`src/rtl/mc_ctrl_fsm_pkg.sv`:
```
// Shared codes for the multi-cycle MIPS controller: instruction types, states, datapath selects.
// Pure declarations, no logic; imported by the controller and its output decoder.
// The ALU-control helper is the single place that maps an instruction type to ALU settings.
package mc_ctrl_fsm_pkg;

  // Decoded instruction types (InstrType)
  localparam logic [5:0] IT_ADDU = 6'd0;
  localparam logic [5:0] IT_SUBU = 6'd1;
  localparam logic [5:0] IT_ORI  = 6'd2;
  localparam logic [5:0] IT_LW   = 6'd3;
  localparam logic [5:0] IT_SW   = 6'd4;
  localparam logic [5:0] IT_BEQ  = 6'd5;
  localparam logic [5:0] IT_LUI  = 6'd6;
  localparam logic [5:0] IT_J    = 6'd7;
  localparam logic [5:0] IT_JAL  = 6'd8;
  localparam logic [5:0] IT_JR   = 6'd9;
  localparam logic [5:0] IT_SLL  = 6'd10;
  localparam logic [5:0] IT_ERR  = 6'd11;

  // Controller states; codes 5..7 are unreachable
  typedef enum logic [2:0] {
    S_FETCH  = 3'd0,
    S_DECODE = 3'd1,
    S_EXEC   = 3'd2,
    S_MEM    = 3'd3,
    S_WB     = 3'd4
  } state_t;

  // PC source select
  localparam logic [1:0] PCSRC_PC4 = 2'd0;
  localparam logic [1:0] PCSRC_BR  = 2'd1;
  localparam logic [1:0] PCSRC_J   = 2'd2;
  localparam logic [1:0] PCSRC_RS  = 2'd3;

  // GRF destination select
  localparam logic [1:0] REGDST_RT = 2'd0;
  localparam logic [1:0] REGDST_RD = 2'd1;
  localparam logic [1:0] REGDST_RA = 2'd2;

  // GRF write-data select
  localparam logic [1:0] WDSEL_ALU = 2'd0;
  localparam logic [1:0] WDSEL_MEM = 2'd1;
  localparam logic [1:0] WDSEL_PC  = 2'd2;

  // ALU operations
  localparam logic [2:0] ALUOP_ADD = 3'd0;
  localparam logic [2:0] ALUOP_SUB = 3'd1;
  localparam logic [2:0] ALUOP_OR  = 3'd2;
  localparam logic [2:0] ALUOP_LUI = 3'd3;
  localparam logic [2:0] ALUOP_SLL = 3'd4;

  typedef struct packed {
    logic [2:0] op;
    logic       src;
    logic       ext;
  } alu_ctl_t;

  // ALU settings used in EXEC and re-driven in WB so the result stays stable
  function automatic alu_ctl_t alu_ctl(input logic [5:0] it);
    alu_ctl_t c;
    c = '0;
    case (it)
      IT_ADDU:      begin c.op = ALUOP_ADD; c.src = 1'b0; c.ext = 1'b0; end
      IT_SUBU:      begin c.op = ALUOP_SUB; c.src = 1'b0; c.ext = 1'b0; end
      IT_ORI:       begin c.op = ALUOP_OR;  c.src = 1'b1; c.ext = 1'b0; end
      IT_LUI:       begin c.op = ALUOP_LUI; c.src = 1'b1; c.ext = 1'b0; end
      IT_SLL:       begin c.op = ALUOP_SLL; c.src = 1'b0; c.ext = 1'b0; end
      IT_LW, IT_SW: begin c.op = ALUOP_ADD; c.src = 1'b1; c.ext = 1'b1; end
      IT_BEQ:       begin c.op = ALUOP_SUB; c.src = 1'b0; c.ext = 1'b1; end
      default:      c = '0;
    endcase
    return c;
  endfunction

  // Register-register types write rd; everything else written in WB goes to rt
  function automatic logic is_rtype(input logic [5:0] it);
    return (it == IT_ADDU) || (it == IT_SUBU) || (it == IT_SLL);
  endfunction

endpackage

```
`src/rtl/mc_ctrl_fsm_out.sv`:
```
// Output decoder: every strobe and select of the controller from state, type and handshakes.
// Latency: purely combinational, no registers.
// Backpressure: strobes are gated by IReady in FETCH and DReady in MEM, so waits issue nothing.
module mc_ctrl_out
  import mc_ctrl_fsm_pkg::*;
(
  input  logic [2:0] State,
  input  logic [5:0] InstrType,
  input  logic       Zero,
  input  logic       IReady,
  input  logic       DReady,
  output logic       PCWr,
  output logic       IRWr,
  output logic [1:0] PCSrc,
  output logic       RegWr,
  output logic [1:0] RegDst,
  output logic [1:0] WDSel,
  output logic       ALUSrc,
  output logic [2:0] ALUOp,
  output logic       EXTOp,
  output logic       MemWr,
  output logic       InstrDone,
  output logic       Illegal
);

  alu_ctl_t ctl;

  // Decode all outputs; everything defaults to 0 so unlisted cases issue no writes
  always_comb begin
    PCWr      = 1'b0;
    IRWr      = 1'b0;
    PCSrc     = PCSRC_PC4;
    RegWr     = 1'b0;
    RegDst    = REGDST_RT;
    WDSel     = WDSEL_ALU;
    ALUSrc    = 1'b0;
    ALUOp     = ALUOP_ADD;
    EXTOp     = 1'b0;
    MemWr     = 1'b0;
    InstrDone = 1'b0;
    Illegal   = 1'b0;
    ctl       = alu_ctl(InstrType);
    case (State)
      S_FETCH: begin
        if (IReady) begin
          IRWr  = 1'b1;
          PCWr  = 1'b1;
          PCSrc = PCSRC_PC4;
        end
      end
      S_DECODE: begin
        case (InstrType)
          IT_J: begin
            PCWr      = 1'b1;
            PCSrc     = PCSRC_J;
            InstrDone = 1'b1;
          end
          IT_JAL: begin
            // PC already holds old PC+4, so it lands in $31 on this same edge
            PCWr      = 1'b1;
            PCSrc     = PCSRC_J;
            RegWr     = 1'b1;
            RegDst    = REGDST_RA;
            WDSel     = WDSEL_PC;
            InstrDone = 1'b1;
          end
          IT_JR: begin
            PCWr      = 1'b1;
            PCSrc     = PCSRC_RS;
            InstrDone = 1'b1;
          end
          IT_ERR: Illegal = 1'b1;
          default: ;
        endcase
      end
      S_EXEC: begin
        ALUOp  = ctl.op;
        ALUSrc = ctl.src;
        EXTOp  = ctl.ext;
        if (InstrType == IT_BEQ) begin
          PCWr      = Zero;
          PCSrc     = PCSRC_BR;
          InstrDone = 1'b1;
        end
      end
      S_MEM: begin
        // Address stays base + sign-extended offset for the whole wait
        ALUOp  = ALUOP_ADD;
        ALUSrc = 1'b1;
        EXTOp  = 1'b1;
        if (DReady && (InstrType == IT_SW)) begin
          MemWr     = 1'b1;
          InstrDone = 1'b1;
        end
      end
      S_WB: begin
        ALUOp     = ctl.op;
        ALUSrc    = ctl.src;
        EXTOp     = ctl.ext;
        RegWr     = 1'b1;
        InstrDone = 1'b1;
        RegDst    = is_rtype(InstrType) ? REGDST_RD : REGDST_RT;
        WDSel     = (InstrType == IT_LW) ? WDSEL_MEM : WDSEL_ALU;
      end
      default: ;
    endcase
  end

endmodule

```
`src/rtl/mc_ctrl_fsm.sv`:
```
// Multi-cycle MIPS main controller: state register, next-state logic, retired-instruction count.
// Latency: 2..5 cycles per instruction at zero wait; outputs combinational from state and inputs.
// Backpressure: holds in FETCH while IReady=0 and in MEM while DReady=0, one cycle per wait cycle.
module mc_ctrl_fsm
  import mc_ctrl_fsm_pkg::*;
(
  input  logic        clk,
  input  logic        reset,
  input  logic [5:0]  InstrType,
  input  logic        Zero,
  input  logic        IReady,
  input  logic        DReady,
  output logic        PCWr,
  output logic        IRWr,
  output logic [1:0]  PCSrc,
  output logic        RegWr,
  output logic [1:0]  RegDst,
  output logic [1:0]  WDSel,
  output logic        ALUSrc,
  output logic [2:0]  ALUOp,
  output logic        EXTOp,
  output logic        MemWr,
  output logic [2:0]  State,
  output logic        InstrDone,
  output logic        Illegal,
  output logic [31:0] InstrCnt
);

  state_t state_q;
  state_t state_d;
  logic   instr_done;

  mc_ctrl_out u_out (
    .State     (state_q),
    .InstrType (InstrType),
    .Zero      (Zero),
    .IReady    (IReady),
    .DReady    (DReady),
    .PCWr      (PCWr),
    .IRWr      (IRWr),
    .PCSrc     (PCSrc),
    .RegWr     (RegWr),
    .RegDst    (RegDst),
    .WDSel     (WDSel),
    .ALUSrc    (ALUSrc),
    .ALUOp     (ALUOp),
    .EXTOp     (EXTOp),
    .MemWr     (MemWr),
    .InstrDone (instr_done),
    .Illegal   (Illegal)
  );

  assign State     = state_q;
  assign InstrDone = instr_done;

  // Next state; unreachable codes fall back to FETCH
  always_comb begin
    state_d = S_FETCH;
    case (state_q)
      S_FETCH:  state_d = IReady ? S_DECODE : S_FETCH;
      S_DECODE: begin
        case (InstrType)
          IT_J, IT_JAL, IT_JR, IT_ERR: state_d = S_FETCH;
          default:                     state_d = S_EXEC;
        endcase
      end
      S_EXEC: begin
        case (InstrType)
          IT_BEQ:       state_d = S_FETCH;
          IT_LW, IT_SW: state_d = S_MEM;
          default:      state_d = S_WB;
        endcase
      end
      S_MEM: begin
        if (!DReady)                state_d = S_MEM;
        else if (InstrType == IT_SW) state_d = S_FETCH;
        else                        state_d = S_WB;
      end
      S_WB:    state_d = S_FETCH;
      default: state_d = S_FETCH;
    endcase
  end

  // State register; reset abandons any in-flight instruction
  always_ff @(posedge clk or posedge reset) begin
    if (reset) state_q <= S_FETCH;
    else       state_q <= state_d;
  end

  // Retired-instruction counter, wraps naturally at 2^32
  always_ff @(posedge clk or posedge reset) begin
    if (reset)           InstrCnt <= 32'd0;
    else if (instr_done) InstrCnt <= InstrCnt + 32'd1;
  end

endmodule

```
`config.mk`:
```
export PLATFORM = sky130hd
export DESIGN_NAME = mc_ctrl_fsm
export DESIGN_NICKNAME = d
export VERILOG_FILES = /design/src/rtl/mc_ctrl_fsm_pkg.sv /design/src/rtl/mc_ctrl_fsm_out.sv /design/src/rtl/mc_ctrl_fsm.sv
export SDC_FILE = /design/constraint.sdc
export NUM_CORES = 1
export LEC_CHECK = 0
export ABC_AREA = 0
export BUFFER_PORTS_ARGS = -buffer_cell sky130_fd_sc_hd__buf_2
export CORE_MARGIN = 5
export CORE_UTILIZATION = 47
export CTS_BUF_LIST = sky130_fd_sc_hd__clkbuf_16
export DETAILED_ROUTE_END_ITERATION = 10
export PLACE_DENSITY = 0.83
export SLEW_MARGIN = 10
export SYNTH_ARGS = -nofsm -noshare
export SYNTH_HDL_FRONTEND = slang
export SYNTH_SLANG_ARGS = --single-unit
```
`constraint.sdc`:
```
create_clock -name clk -period 2.4 [get_ports clk]
set_clock_uncertainty 0.2 [all_clocks]
set_input_delay 0.48 -clock clk [delete_from_list [all_inputs] [get_ports clk]]
set_output_delay 0.48 -clock clk [all_outputs]
set_load 0.005 [all_outputs]
```
==> reports/results.ini <==
[cells_and_area]
multi_input_area_um2 = 1300
ff_latch_area_um2 = 876
n_antenna_cell = 0
final_cells = 371
layout_commonest_cell = buf_2
nets = 334
fin_util_pct = 68.0
nFillCells = 322
drive_gt1_share_pct = 40.1
syn_to_final_growth_pct = 39.1
stdcell_area_um2 = 3000
final_cell_mix = buf_2, dfrtp_1, buf_4

[timing]
hold_viol_final = 0
worst_slew_pin_slew_ps = 490
tns_ps = -260
finalMaxSlewViolations = 0
fin_ws_ps = -158
slew_headroom_pct = 67.3
rsz0062_at_grt = yes
holdWs_ps = 10.7
period_share_pct = 107
fmax_mhz = 391
period_needed_ps = 2560
setup_viol_count_final = 2

[clock_tree]
hold_buffers = 0
clock_sinks = 35
clk-insertion-delay-late_ps = 280
h-tree-depth = 2
cts_buffer_depth = 2
numCtsBuffers = 5
path_clk_slew_ps = 50
ctsRootBufferMaster = clkbuf_16
tritoncts = yes

[detailed_routing]
drt-wirelength-per-cell_um = 16.3
vias = 2066
drtAntennaViolNets = 0
drc = 0
first_pass_iters = 5
wl_um = 6030
post_drt_via_cell_ratio = 5.57
dr.first_iter.drc_count = 128

[die]
fp.dieArea_um2 = 6040
dieWidth_um = 77.7
core-area_um2 = 4410
num_rows = 24
ios = 63
die_h_um = 77.7
start_util_pct = 48.9

[logic_synthesis]
ys_seq_area_share_pct = 40.6
synthFlopType = dfrtp_1
ys_seq_elements = 35
syn_nets = 241
syn_avg_cell_area_um2 = 9.59
postSynthCellCount = 225
synthDistinctLibCells = 44
async_flop_share_pct = 100
synth_area_um2 = 2160
synth_edf_count = 0
yosysWarnings = 0

[power_and_ir_drop]
p_per_area_nw_per_um2 = 717
p_int_mw = 1.39
finalPower_mw = 2.15
switching_share_pct = 35.4
p_leak_nw = 1.57
p_comb_share_pct = 37.7
pwr-share-seq_pct = 34.1
clkPwrFrac_pct = 28.2
p_sw_uw = 761
vdd_drop_max_uv = 451

[global_routing]
grtUsageTotal_pct = 20.4
grt_pass1_vias = 2060
grt_pass1_wl_um = 10000
antenna_found_initial = 0
gr-total-overflow = 0
grt_max_degree = 14

[critical_path]
crit_fanout = 2
timing.rr.start = State[1]$_DFF_PP0_
end_kind = output pin
crit_arrival_ps = 1880
required_ps = 1720
critPathKind = in -> out
startpoint_type = input port
crit_start = InstrType[1]

[worst_hold_path]
worst_hold_path_type = in -> async

[placement]
placed_area_um2 = 2720
detailed_place_hpwl_um = 4370
dp.cells = 358
portBuffers = 62
dp_slack_ps = -247
finalWeightedCongestion = 0.937

[run_status]
status = finished with violations
violations = setup timing

[run]
cap_violations = 0

[registers in the layout (all words and copies together) (netlist names)]
register / flops
InstrCnt: 32
State: 3
[Yosys cell counts (2+ instances only)]
cell type / count / area, um2
dfrtp_1: 35 / 876
nand4_1: 7 / 43.8
nor4b_2: 5 / 75.1
nor4_2: 3 / 37.5
xnor2_1: 12 / 105
and4_1: 4 / 35.0
nor4b_1: 3 / 26.3
inv_1: 6 / 22.5
nand3_1: 17 / 85.1
buf_4: 2 / 15.0
nor4_1: 3 / 18.8
nor3_1: 12 / 60.1
mux2_2: 2 / 22.5
nor2_1: 17 / 63.8
and2_1: 2 / 12.5
nand3b_1: 3 / 22.5
a21oi_1: 7 / 35.0
and3_1: 2 / 12.5
o21ai_0: 5 / 25.0
clkbuf_1: 4 / 15.0
nand2b_1: 5 / 31.3
ha_1: 5 / 62.6
nand2_1: 22 / 82.6
buf_2: 2 / 10.0
xor2_1: 21 / 184
[final cells by class]
| class | instances | area share (%) |
|---|---|---|
| Timing Repair Buffer | 95 | 19.7 |
| Sequential cell | 35 | 29.2 |
| Clock inverter | 3 | 0.417 |
| Inverter | 7 | 1.13 |
| Tap cell | 52 | 2.17 |
| Multi-Input combinational cell | 174 | 43.2 |
| Clock buffer | 5 | 4.17 |
[path summary, 6_finish.rpt]
kind,end,cells after the start,slack [ps]
max,PCWr,8,-160
min,InstrCnt[10]$_DFFE_PP0P_,2,10
max reg2reg,InstrCnt[11]$_DFFE_PP0P_,6,130
min reg2reg,InstrCnt[31]$_DFFE_PP0P_,1,270
max in group asynchronous,InstrCnt[4]$_DFFE_PP0P_,3,1440
min in group clk,InstrCnt[31]$_DFFE_PP0P_,1,270
[power groups by stage]
stage / Combinational, mW / Sequential, mW / Clock, mW
finish: 0.811 / 0.734 / 0.607
global route: 0.889 / 0.743 / 0.650
CTS: 0.765 / 0.732 / 0.612
detailed placement: 0.732 / 0.742 / 0
global placement: 0.719 / 0.742 / 0
floorplan: 0.448 / 0.729 / 0
[kinds of logic after synthesis]
logic type,count (synthesis),synth area share (%)
and+or+nand+nor,115,32.1
muxes,3,1.51
xor gates and xnor gates,33,13.4
buffers and inverters,16,3.25
DFF,35,40.6
AOI/OAI and AO/OA,18,6.26
adders and majority gates,5,2.90
[worst max-delay path: stages]
cell and delay [ps]:
buf_8 90, inv_6 40, ha_4 150, or2_4 260, a32o_2 250, and2_4 140
or3_1 330, buf_2 130
[what timing repair did]
item / CTS / global route
endpoints found under the setup margin: 2 / 17
pin swaps: 5 / 6
resized for setup: 14 / 11
setup buffers: 4 / 1
[per-layer routing]
layer | share of wire, % | routed length, um | track usage [%]
met5 | 0 | 0 | 0
met4 | 2.3 | 138 | 7.56
met3 | 5.4 | 324 | 5.09
met2 | 49 | 2940 | 32.1
met1 | 43 | 2620 | 27.1
No activity file was read; power rests on OpenSTA's default activity.
